`src/rtl/fifo_write_arbiter.sv`:
```
// Round-robin arbiter for the shared 12-bit write port of the queue FIFO, with occupancy tracking.
// Optional FIFO_ARB_HOST_PRIO_EN: host wins every contested grant; rr is held at its reset value.
module fifo_write_arbiter #(
   parameter int DEPTH = 4096,
   parameter int LW    = 12
) (
   input  logic          clk,
   input  logic          rst,
   input  logic          cpu_req,
   input  logic [11:0]   cpu_data,
   output logic          cpu_ack,
   input  logic          host_req,
   input  logic [11:0]   host_data,
   output logic          host_ack,
   output logic          fifo_write,
   output logic [11:0]   fifo_data,
   input  logic          fifo_adv,
   output logic [LW-1:0] level,
   output logic          full,
   output logic          empty
);

   typedef enum logic {
      RR_CPU  = 1'b0,
      RR_HOST = 1'b1
   } rr_t;

   localparam logic [LW:0]   CAP_EXT = (LW+1)'(DEPTH - 1);
   localparam logic [LW-1:0] CAP     = LW'(DEPTH - 1);

   rr_t         rr;
   rr_t         rr_next;
   logic        cpu_elig;
   logic        host_elig;
   logic        room;
   logic        grant_cpu;
   logic        grant_host;
   logic        dec;
   logic [LW:0] occupancy;

   // A requester whose ack is showing is dropping req this cycle and must not be granted again.
   assign cpu_elig  = cpu_req & ~cpu_ack;
   assign host_elig = host_req & ~host_ack;

   // The word already in flight to the FIFO has not reached level yet but occupies a slot.
   assign occupancy = {1'b0, level} + {{LW{1'b0}}, fifo_write};
   assign room      = occupancy < CAP_EXT;

   always_comb begin
      grant_cpu  = 1'b0;
      grant_host = 1'b0;
      rr_next    = rr;
      if (room) begin
`ifdef FIFO_ARB_HOST_PRIO_EN
         grant_host = host_elig;
         grant_cpu  = cpu_elig & ~host_elig;
         rr_next    = RR_CPU;
`else
         if (cpu_elig && host_elig) begin
            grant_cpu  = (rr == RR_CPU);
            grant_host = (rr == RR_HOST);
            rr_next    = (rr == RR_CPU) ? RR_HOST : RR_CPU;
         end else begin
            grant_cpu  = cpu_elig;
            grant_host = host_elig;
         end
`endif
      end
   end

   always_ff @(posedge clk) begin
      if (rst) begin
         rr         <= RR_CPU;
         cpu_ack    <= 1'b0;
         host_ack   <= 1'b0;
         fifo_write <= 1'b0;
         fifo_data  <= 12'h000;
      end else begin
         rr         <= rr_next;
         cpu_ack    <= grant_cpu;
         host_ack   <= grant_host;
         fifo_write <= grant_cpu | grant_host;
         if (grant_cpu) begin
            fifo_data <= cpu_data;
         end else if (grant_host) begin
            fifo_data <= host_data;
         end
      end
   end

   // An advance on an empty FIFO does not move its read pointer, so it must not move level either.
   assign dec = fifo_adv & (level != '0);

   always_ff @(posedge clk) begin
      if (rst) begin
         level <= '0;
      end else if (fifo_write && !dec) begin
         level <= level + 1'b1;
      end else if (!fifo_write && dec) begin
         level <= level - 1'b1;
      end
   end

   assign full  = (level == CAP);
   assign empty = (level == '0);

endmodule

```
`config.mk`:
```
export PLATFORM = sky130hd
export DESIGN_NAME = fifo_write_arbiter
export DESIGN_NICKNAME = d
export VERILOG_FILES = /design/src/rtl/fifo_write_arbiter.sv
export SDC_FILE = /design/constraint.sdc
export NUM_CORES = 1
export LEC_CHECK = 0
export BUFFER_PORTS_ARGS = -buffer_cell sky130_fd_sc_hd__buf_2
export CELL_PAD_IN_SITES_DETAIL_PLACEMENT = 1
export CELL_PAD_IN_SITES_GLOBAL_PLACEMENT = 2
export CORE_UTILIZATION = 30
export DETAILED_ROUTE_END_ITERATION = 12
export GPL_TIMING_DRIVEN = 0
export PLACE_DENSITY_LB_ADDON = 0.1
export SLEW_MARGIN = 0
export SYNTH_ARGS = -nofsm -noshare
export SYNTH_HDL_FRONTEND = slang
export SYNTH_SLANG_ARGS = --single-unit
```
`constraint.sdc`:
```
create_clock -name clk -period 4.2 [get_ports clk]
set_input_delay 0 -clock clk [delete_from_list [all_inputs] [get_ports clk]]
set_output_delay 0 -clock clk [all_outputs]
set_load 0.05 [all_outputs]
```
==> Yosys cells after proc, flatten, opt, wreduce, memory -nomap -nowiden <==
Cells that the tools add are included.
{ "totals": {"output_inout_bits": 29, "word_cells": 37, "regBits": 28, "in_bits": 29} }
{ "op_classes": {"addsub": 3, "n_bitwise": 7, "muxes": 9, "reduce_logical": 10, "n_eq_ne": 1, "order_cmp": 1} }
{ "ops": {"columns": ["cell", "n"], "rows": [
  ["2-to-1 mux 12 bit", 4],
  ["adder 12 x 1 -> 13 bit", 1],
  ["less-than comparator 13 x 12 -> 1 bit, second input constant", 1],
  ["adder 12 x 1 -> 12 bit, second input constant", 1],
  ["== test 12 bit, second input constant", 1],
  ["logical NOT 12 bit", 1],
  ["nonzero test 12 bit", 1],
  ["subtractor 12 x 1 -> 12 bit, second input constant", 1],
  ["2-to-1 mux 1 bit", 5],
  ["nonzero test 2 bit", 2],
  ["bitwise AND 1 bit", 3],
  ["logical AND 1 bit", 3],
  ["inverter 1 bit", 3],
  ["logical NOT 1 bit", 2],
  ["AND reduction 2 bit", 1],
  ["OR 1 bit", 1]
]} }

==> Depth between registers and ports, before layout <==
Gate-level depths: netlist of the first run.
{ "logic_depth": {"word_depth": 7, "depth_mapped": 12, "mapped_depth_nobuf": 12} }

==> Worst setup path before layout of the first run <==
Ideal clock, no wire load.
{ "synth_timing": {"path_type": "reg-to-reg", "start": "register level[3]", "end": "register level[9]", "synth_period_minus_slack_ps": 3550, "arrival_ps": 3471, "setup_time_ps": 79, "slack_ps": 650, "path_stages_with_launch": 13, "path_buffers": 0, "required_ps": 4121, "path_cell_list": "dfxtp_1 nor4_1 and3_1 nand2b_1 ha_1 inv_1 ha_1 a21oi_1 a211o_1 and2_1 o21ai_0 or4b_2 o211ai_1"} }
{ "synth_via": {"elab_chain_cells": 5, "word_cells_on_any_way": 10, "cone_classes": "add/sub (2); mux (2); bitwise (1); reduce/logical (5)"} }
{ "synth_rtl": {"columns": ["item", "line_no", "text"], "rows": [
  ["from (decl)", "18", "output logic [LW-1:0] level,"],
  ["from (signal assigned)", "98", "level <= level + 1'b1;"],
  ["from (signal assigned)", "100", "level <= level - 1'b1;"],
  ["branches (longest 5 deep; another with subtractor 12 x 1 -> 12 bit)", null, null]
]} }
Several ways; the timed one is not identified. The select of a mux whose other input is x is not followed.
A chain may end at the register's enable or synchronous reset.

==> Worst setup path in the final report of the first run <==
{ "layout_timing": {"start": "register level[7]", "end": "register level[9]"} }
Same word-level chain as after synthesis.

==> results of run 1 <==
-- per-stage QoR --
stage / util / cells / instance area [um^2]
6_report: 0.449 / 344 / 2340
5_1_grt: 0.449 / 344 / 2340
4_1_cts: 0.449 / 344 / 2340
3_5_place_dp: 0.389 / 316 / 2020
3_3_place_gp: 0.389 / 316 / 2020
2_1_floorplan: - / 189 / 1650
-- cell type report --
cell class,count,area (um^2),share of cell area
clock buffers,3,41.3,0.0177
repair buffers,81,526,0.225
plain buffers,8,40.0,0.0171
clock inverters,1,30.0,0.0129
well taps,70,87.6,0.0375
multi-input cells,147,1030,0.440
inverters,6,22.5,0.00964
flip-flops and latches,28,561,0.240
-- critical path: cells and delay by family (launching register included) --
family | cells | cell delay (ns)
compound gates | 4 | 0.61
fa+ha+maj | 2 | 0.63
buf+inv | 1 | 0.24
flops | 1 | 0.39
simple gates | 5 | 1.55
-- layer usage --
layer / vias to the layer above / routed length (um) / GRT usage
li1: 868 / - / -
met1: 858 / 2310 / 0.210
met2: 42 / 2710 / 0.355
met3: 4 / 173 / 0.0323
met4: 0 / 50 / 0.0404
met5: - / 0 / 0
-- power by group --
group	switching, W	internal (W)
Combinational	0.000699	0.000430
Sequential	0.000104	0.000335
Clock	0.0000974	0.000128
-- kinds of logic after synthesis --
group	synth area share
XOR/XNOR	0.0530
AO/OA/AOI/OAI	0.214
multiplexers	0.0311
adder cells (fa/ha/maj)	0.126
buffers and inverters	0.0379
flip-flops	0.339
AND/OR/NAND/NOR	0.199
-- path summary, 6_finish.rpt --
| path | cells after the start | end | slack [ns] | from |
|---|---|---|---|---|
| setup / recovery | 12 | level[9] | 0.72 | level[7] |
| setup reg to reg | 12 | level[9] | 0.72 | level[7] |
| hold reg to reg | 2 | level[9] | 0.57 | level[9] |
| hold / removal | 3 | host_ack | 0.05 | host_req |
-- sequential cells by signal, summed over array words and instances, names as in the netlist --
register    flops
fifo_data      12
fifo_write      1
cpu_ack         1
rr              1
level          12
host_ack        1
-- cell usage in the layout (no fill, tap or decap), drive strengths merged, types with 3 or more instances in the layout --
cell / instances
a21oi: 15
clkbuf: 8
dlygate4sd3: 24
ha: 15
nor2: 32
nand4: 3
nand2: 9
a211oi: 4
inv: 6
a222oi: 12
nand2b: 4
xor2: 5
xnor2: 5
nor3: 5
dfxtp: 28
o21ai: 7
nor4: 4
mux2i: 4
buf: 60
==> summary.md, run 1 <==
| Metric | Value |
|---|---|
| Total Wirelength | between 5 and 6 mm |
| Die X | ~76 um |
| Yosys warnings | 0 |
| CP Class | flop to flop |
| Initial antenna violation count | 0 |
| WP data arrival | 3.71 ns |
| Pwr Density | 767 mW/mm^2 |
| Highest clock rate | about 290 MHz |
| Worst Setup End Kind | flop |
| Max incr delay on CP | 0.63 ns |
| Final min period | 3.48 ns |
| Max Slew Vio Count | 0 |
| Ranking of synthesized cells by area | dfxtp_1 (34%), ha_1 (11%), a222oi_1 (7.3%) |
| Buffer count from post-CTS setup fixing | 0 |
| DRC Markers | 0 |
| Root Buffer Master | clkbuf_8 |
| Pre-CTS setup slack | about 0.7 ns |
| DP Wirelength | 3.62 mm |
| HP Class | primary input to flop |
| PortBufs | 57 |
| Ports | 58 |
| Cell Area, Synth | between 0.0015 and 0.002 mm^2 |
| CTS H-tree lvls | 1 |
| FF+latch count, synth | 28 |
| Max-cap violations | 0 |
| Required @ worst endpoint | between 4 and 5 ns |
| Ys flop type | dfxtp_1 |
| Post-synth top cells | nor2_1 (32), dfxtp_1 (28), a21oi_1 (15), ha_1 (15), a222oi_1 (12) |
| CTS tree | done |
| Post-synth top area share | 0.339 |
| WL per Instance | roughly 15 um |
| Syn-to-layout area delta | 41.4% |
| Total negative slack | 0 ns |
| Gr usage total | 0.184 |
| Fin crit share | 0.830 |
| Vias post-DR | 1772 |
| FP Rows | 26 |
| Hold WS | 0.0495 ns |
| Via density | 5.15 |
| Final worst slack | 0.715 ns |
| Status | finished, final reports clean |
| Count of final hold-check violations | 0 |
| GR Overflow Total | 0 |
| Most numerous cell in the Yosys netlist | nor2_1 |
| Cell Chain, Critical Path | nor4_1, and3_1, nand2b_1, ha_1, inv_1, ha_1, a21oi_1, a211o_1, and2_1, o21ai_0, or4b_2, o211ai_1 |
| Slew of the pin with the lowest slew margin | between 0.6 and 0.7 ns |
| DIE AREA | 0.00581 mm^2 |
| Number of global-route vias before repair | 1808 |
| Clock buffer depth | 2 |
| Largest net degree at the start of global routing | 17 |
| Resized Gates After CTS | 0 |
| Synthesized instance count | 189 |
| Register area share after synthesis | 0.339 |
| Relative slew slack | 0.589 |
| N_diodes | 0 |
| Fill cell count | 649 |
| Clk sinks | 28 |
| Post-synth EDFFs | 0 |
| Worst-path fanout max | 12 |
| Leak pwr | 1.04 nW |
| CTS Hold Buffers Added | 24 |
| Layout cells sized above 1 | 0.248 |
| Antenna viol nets, final | 0 |
| CP max stage cell | or4b_2 |
| Routability cong. | 0.743 |
| Detailed Routing Iterations Pass 1 | 4 |
| Area leader, netlist | dfxtp_1 |
| Global-route wire length before repair | 8.52 mm |
| Count of cell types in the netlist | 38 |
| Die Y-Extent | 76.2 um |
| Number of nets in the layout | 320 |
| DR iter-0 viols | 90 |
| Async SR Flop Fraction | 0 |
| CTS buffer count | 3 |
| Startpoint Class | flop |
| Setup-failing EPs final | 0 |
| Post-Syn Nets | between 200 and 250 |
| Power, Total | 0.00179 W |
| CTS clk-pin slew, worst paths | roughly 0.11 ns |
| Clock Latency Late Sink | around 0.29 ns |
| Placeable Area | 0.00520 mm^2 |
| Peak VDD IR | between 0.3 and 0.4 mV |
| Most used cell, CP | ha_1 |
| Initial Util | 0.317 |
| RSZ-0062 raised after global routing | false |
| Mapped Avg Cell Area | ~9 um^2 |
| Skew final | 0.00571 ns |
(Power assumes the default switching activity.)
==> inputs of run 2 (changes only) <==
CORE_UTILIZATION = 28   (was 30)
clock period = 3.53 ns   (was 4.2 ns; I/O delays follow)
==> run 2 against run 1 <==
Sequential share of layout area about the same. Critical path type unchanged. Global-route usage decreased by 1.3 points. Utilization decreased by 3.1 points. Flip-flop and latch count unchanged. First-iteration DRC count decreased by 11%. Hold slack improved by 0.014 ns. Non-clock buffer count increased by 2. Largest cell class unchanged.
==> summary.md, run 2 (synthesis results as in run 1) <==
| Metric | Value |
|---|---|
| CTS buffer count | 3 |
| DP Wirelength | 3.74 mm |
| Syn-to-layout area delta | 41.8% |
| Largest net degree at the start of global routing | 15 |
| Worst R2R Path Depth | 12 |
| Worst hold start | host_req |
| Pwr Density | 891 mW/mm^2 |
| CP Class | flop to flop |
| GR Overflow Total | 0 |
| Flop2flop setup slack | 0.19 ns |
| CTS tree | done |
| Highest clock rate | 299 MHz |
| Routability cong. | 0.687 |
| Cell Chain, Critical Path | nor4_1, and3_1, nand2b_1, ha_2, clkinvlp_4, buf_4, ha_1, a21oi_1, o21ai_0, or3_1, a21oi_1, mux2_2 |
| Max Slew Vio Count | 0 |
| Ports | 58 |
| Layout cells sized above 1 | 0.272 |
| FP Rows | 27 |
| Initial Util | 0.295 |
| Via density | 5.14 |
| WL per Instance | 15.3 um |
| Startpoint Class | flop |
| Leak pwr | 1.03 nW |
| CP max stage cell | dfxtp_1 |
| Power share of the clock group | 0.086 |
| Max-cap violations | 0 |
| Required @ worst endpoint | 3.71 ns |
| Setup-failing EPs final | 0 |
| R2r endpoint | level[11] |
| Met3 WL | 186 um |
| N_diodes | 0 |
| Clock Latency Late Sink | 0.28 ns |
| Status | finished, final reports clean |
| Clk sinks | 28 |
| Worst Hold Depth | 3 |
| Total negative slack | 0 ns |
| DIE AREA | 0.00621 mm^2 |
| Vias post-DR | 1788 |
| Combinational power share | 0.661 |
| HP Class | primary input to flop |
| Sw frac | 0.520 |
| R2r startpoint | level[0] |
| CTS clk-pin slew, worst paths | about 0.10 ns |
| Count of final hold-check violations | 0 |
| PortBufs | 57 |
| Max incr delay on CP | about 0.40 ns |
| Placeable Area | 0.00561 mm^2 |
| Number of global-route vias before repair | 1766 |
| Initial antenna violation count | 0 |
| Skew final | 0.00243 ns |
| Die Y-Extent | between 70 and 80 um |
| DRC Markers | 0 |
| Clock buffer depth | 2 |
| Antenna viol nets, final | 0 |
| Root Buffer Master | clkbuf_8 |
| Worst Setup End Kind | flop |
| Largest registers | fifo_data x12, level x12 |
| Detailed Routing Iterations Pass 1 | 4 |
| RSZ-0062 raised after global routing | false |
| Peak VDD IR | 0.435 mV |
| Flop pwr share | 0.253 |
| Commonest non-fill, non-tap cells in the layout | buf_2 (59), nor2_1 (32), dfxtp_1 (26) |
| Final min period | 3.34 ns |
| Fin crit share | 0.947 |
| Relative slew slack | 0.591 |
| WP data arrival | roughly 3.5 ns |
| Final Util | 0.418 |
| Switch Pwr | 0.00109 W |
| Metal2 WL | 2.66 mm |
| Slew of the pin with the lowest slew margin | 0.613 ns |
| DR iter-0 viols | 80 |
| Die X | 78.8 um |
| Total Wirelength | 5.33 mm |
| CTS H-tree lvls | 1 |
| Fill cell count | 703 |
| Hold Path Sink | host_ack |
| Gr usage total | 0.171 |
| Global-route wire length before repair | 8.34 mm |
| Worst-path fanout max | 7 |
| Commonest non-fill, non-tap cell in the layout | buf_2 |
| Cell internal pwr | 0.00100 W |
| Most used cell, CP | a21oi_1 |
| DR top layer | met4 |
| Number of nets in the layout | 323 |
| Wire length on met1 | 2.43 mm |
run 2: power by group through the flow:
stage,Combinational [W],Clock (W),Sequential [W]
after floorplan,0.000775,0,0.000770
final,0.00138,0.000179,0.000529
after CTS,0.00136,0.000191,0.000528
after global placement,0.00131,0,0.000537
after detailed placement,0.00132,0,0.000536
after global routing,0.00151,0.000200,0.000550
run 2: routing by layer:
metal	vias to the layer above	global-route usage
met5	-	0
met1	865	0.206
li1	876	-
met3	5	0.0195
met2	42	0.322
met4	0	0.0389
run 2: worst max path at each step:
stage | to | cells after the start | from | slack [ns]
floorplan | level[9] | 12 | level[1] | 0.01
global placement | level[11] | 12 | level[0] | 0.12
detailed placement | level[11] | 12 | level[0] | 0.12
CTS | level[11] | 12 | level[0] | 0.09
global route | level[11] | 12 | level[0] | 0.007
finish | level[11] | 12 | level[0] | 0.19
run 2: cell type report:
class / count / area, um^2 / share of cell area
plain buffers: 8 / 40.0 / 0.0171
clock buffers: 3 / 41.3 / 0.0176
inverters: 6 / 26.3 / 0.0112
multi-input cells: 147 / 1040 / 0.442
flip-flops and latches: 28 / 563 / 0.240
well taps: 72 / 90.1 / 0.0385
repair buffers: 83 / 541 / 0.231
repair inverters: 1 / 5.00 / 0.00214
run 2: timing repair:
item | in CTS | in global routing
hold buffers | 24 | 0
gates resized for setup | 0 | 4
setup buffers | 0 | 2
endpoints found under the hold margin | 12 | 0
endpoints found under the setup margin | 0 | 2
run 2: worst max-delay path: cells and delay by family (launching register included):
kind	cells	cell delay [ns]
AO/OA/AOI/OAI	3	0.51
adder cells (fa/ha/maj)	2	0.59
buffers and inverters	2	0.35
flip-flops	1	0.40
multiplexers	1	0.35
AND/OR/NAND/NOR	4	1.03
run 2: through the flow:
stage / power (W) / std cells / hold WS (ns) / worst slack [ns] / area, um^2
floorplan: 0.00155 / 189 / 0.169 / 0.0107 / 1650
global placement: 0.00185 / 318 / 0.260 / 0.121 / 2030
detailed placement: 0.00186 / 318 / 0.266 / 0.116 / 2030
CTS: 0.00208 / 345 / 0.0514 / 0.0928 / 2310
global route: 0.00226 / 348 / 0.0699 / 0.00714 / 2340
finish: 0.00209 / 348 / 0.0640 / 0.188 / 2340
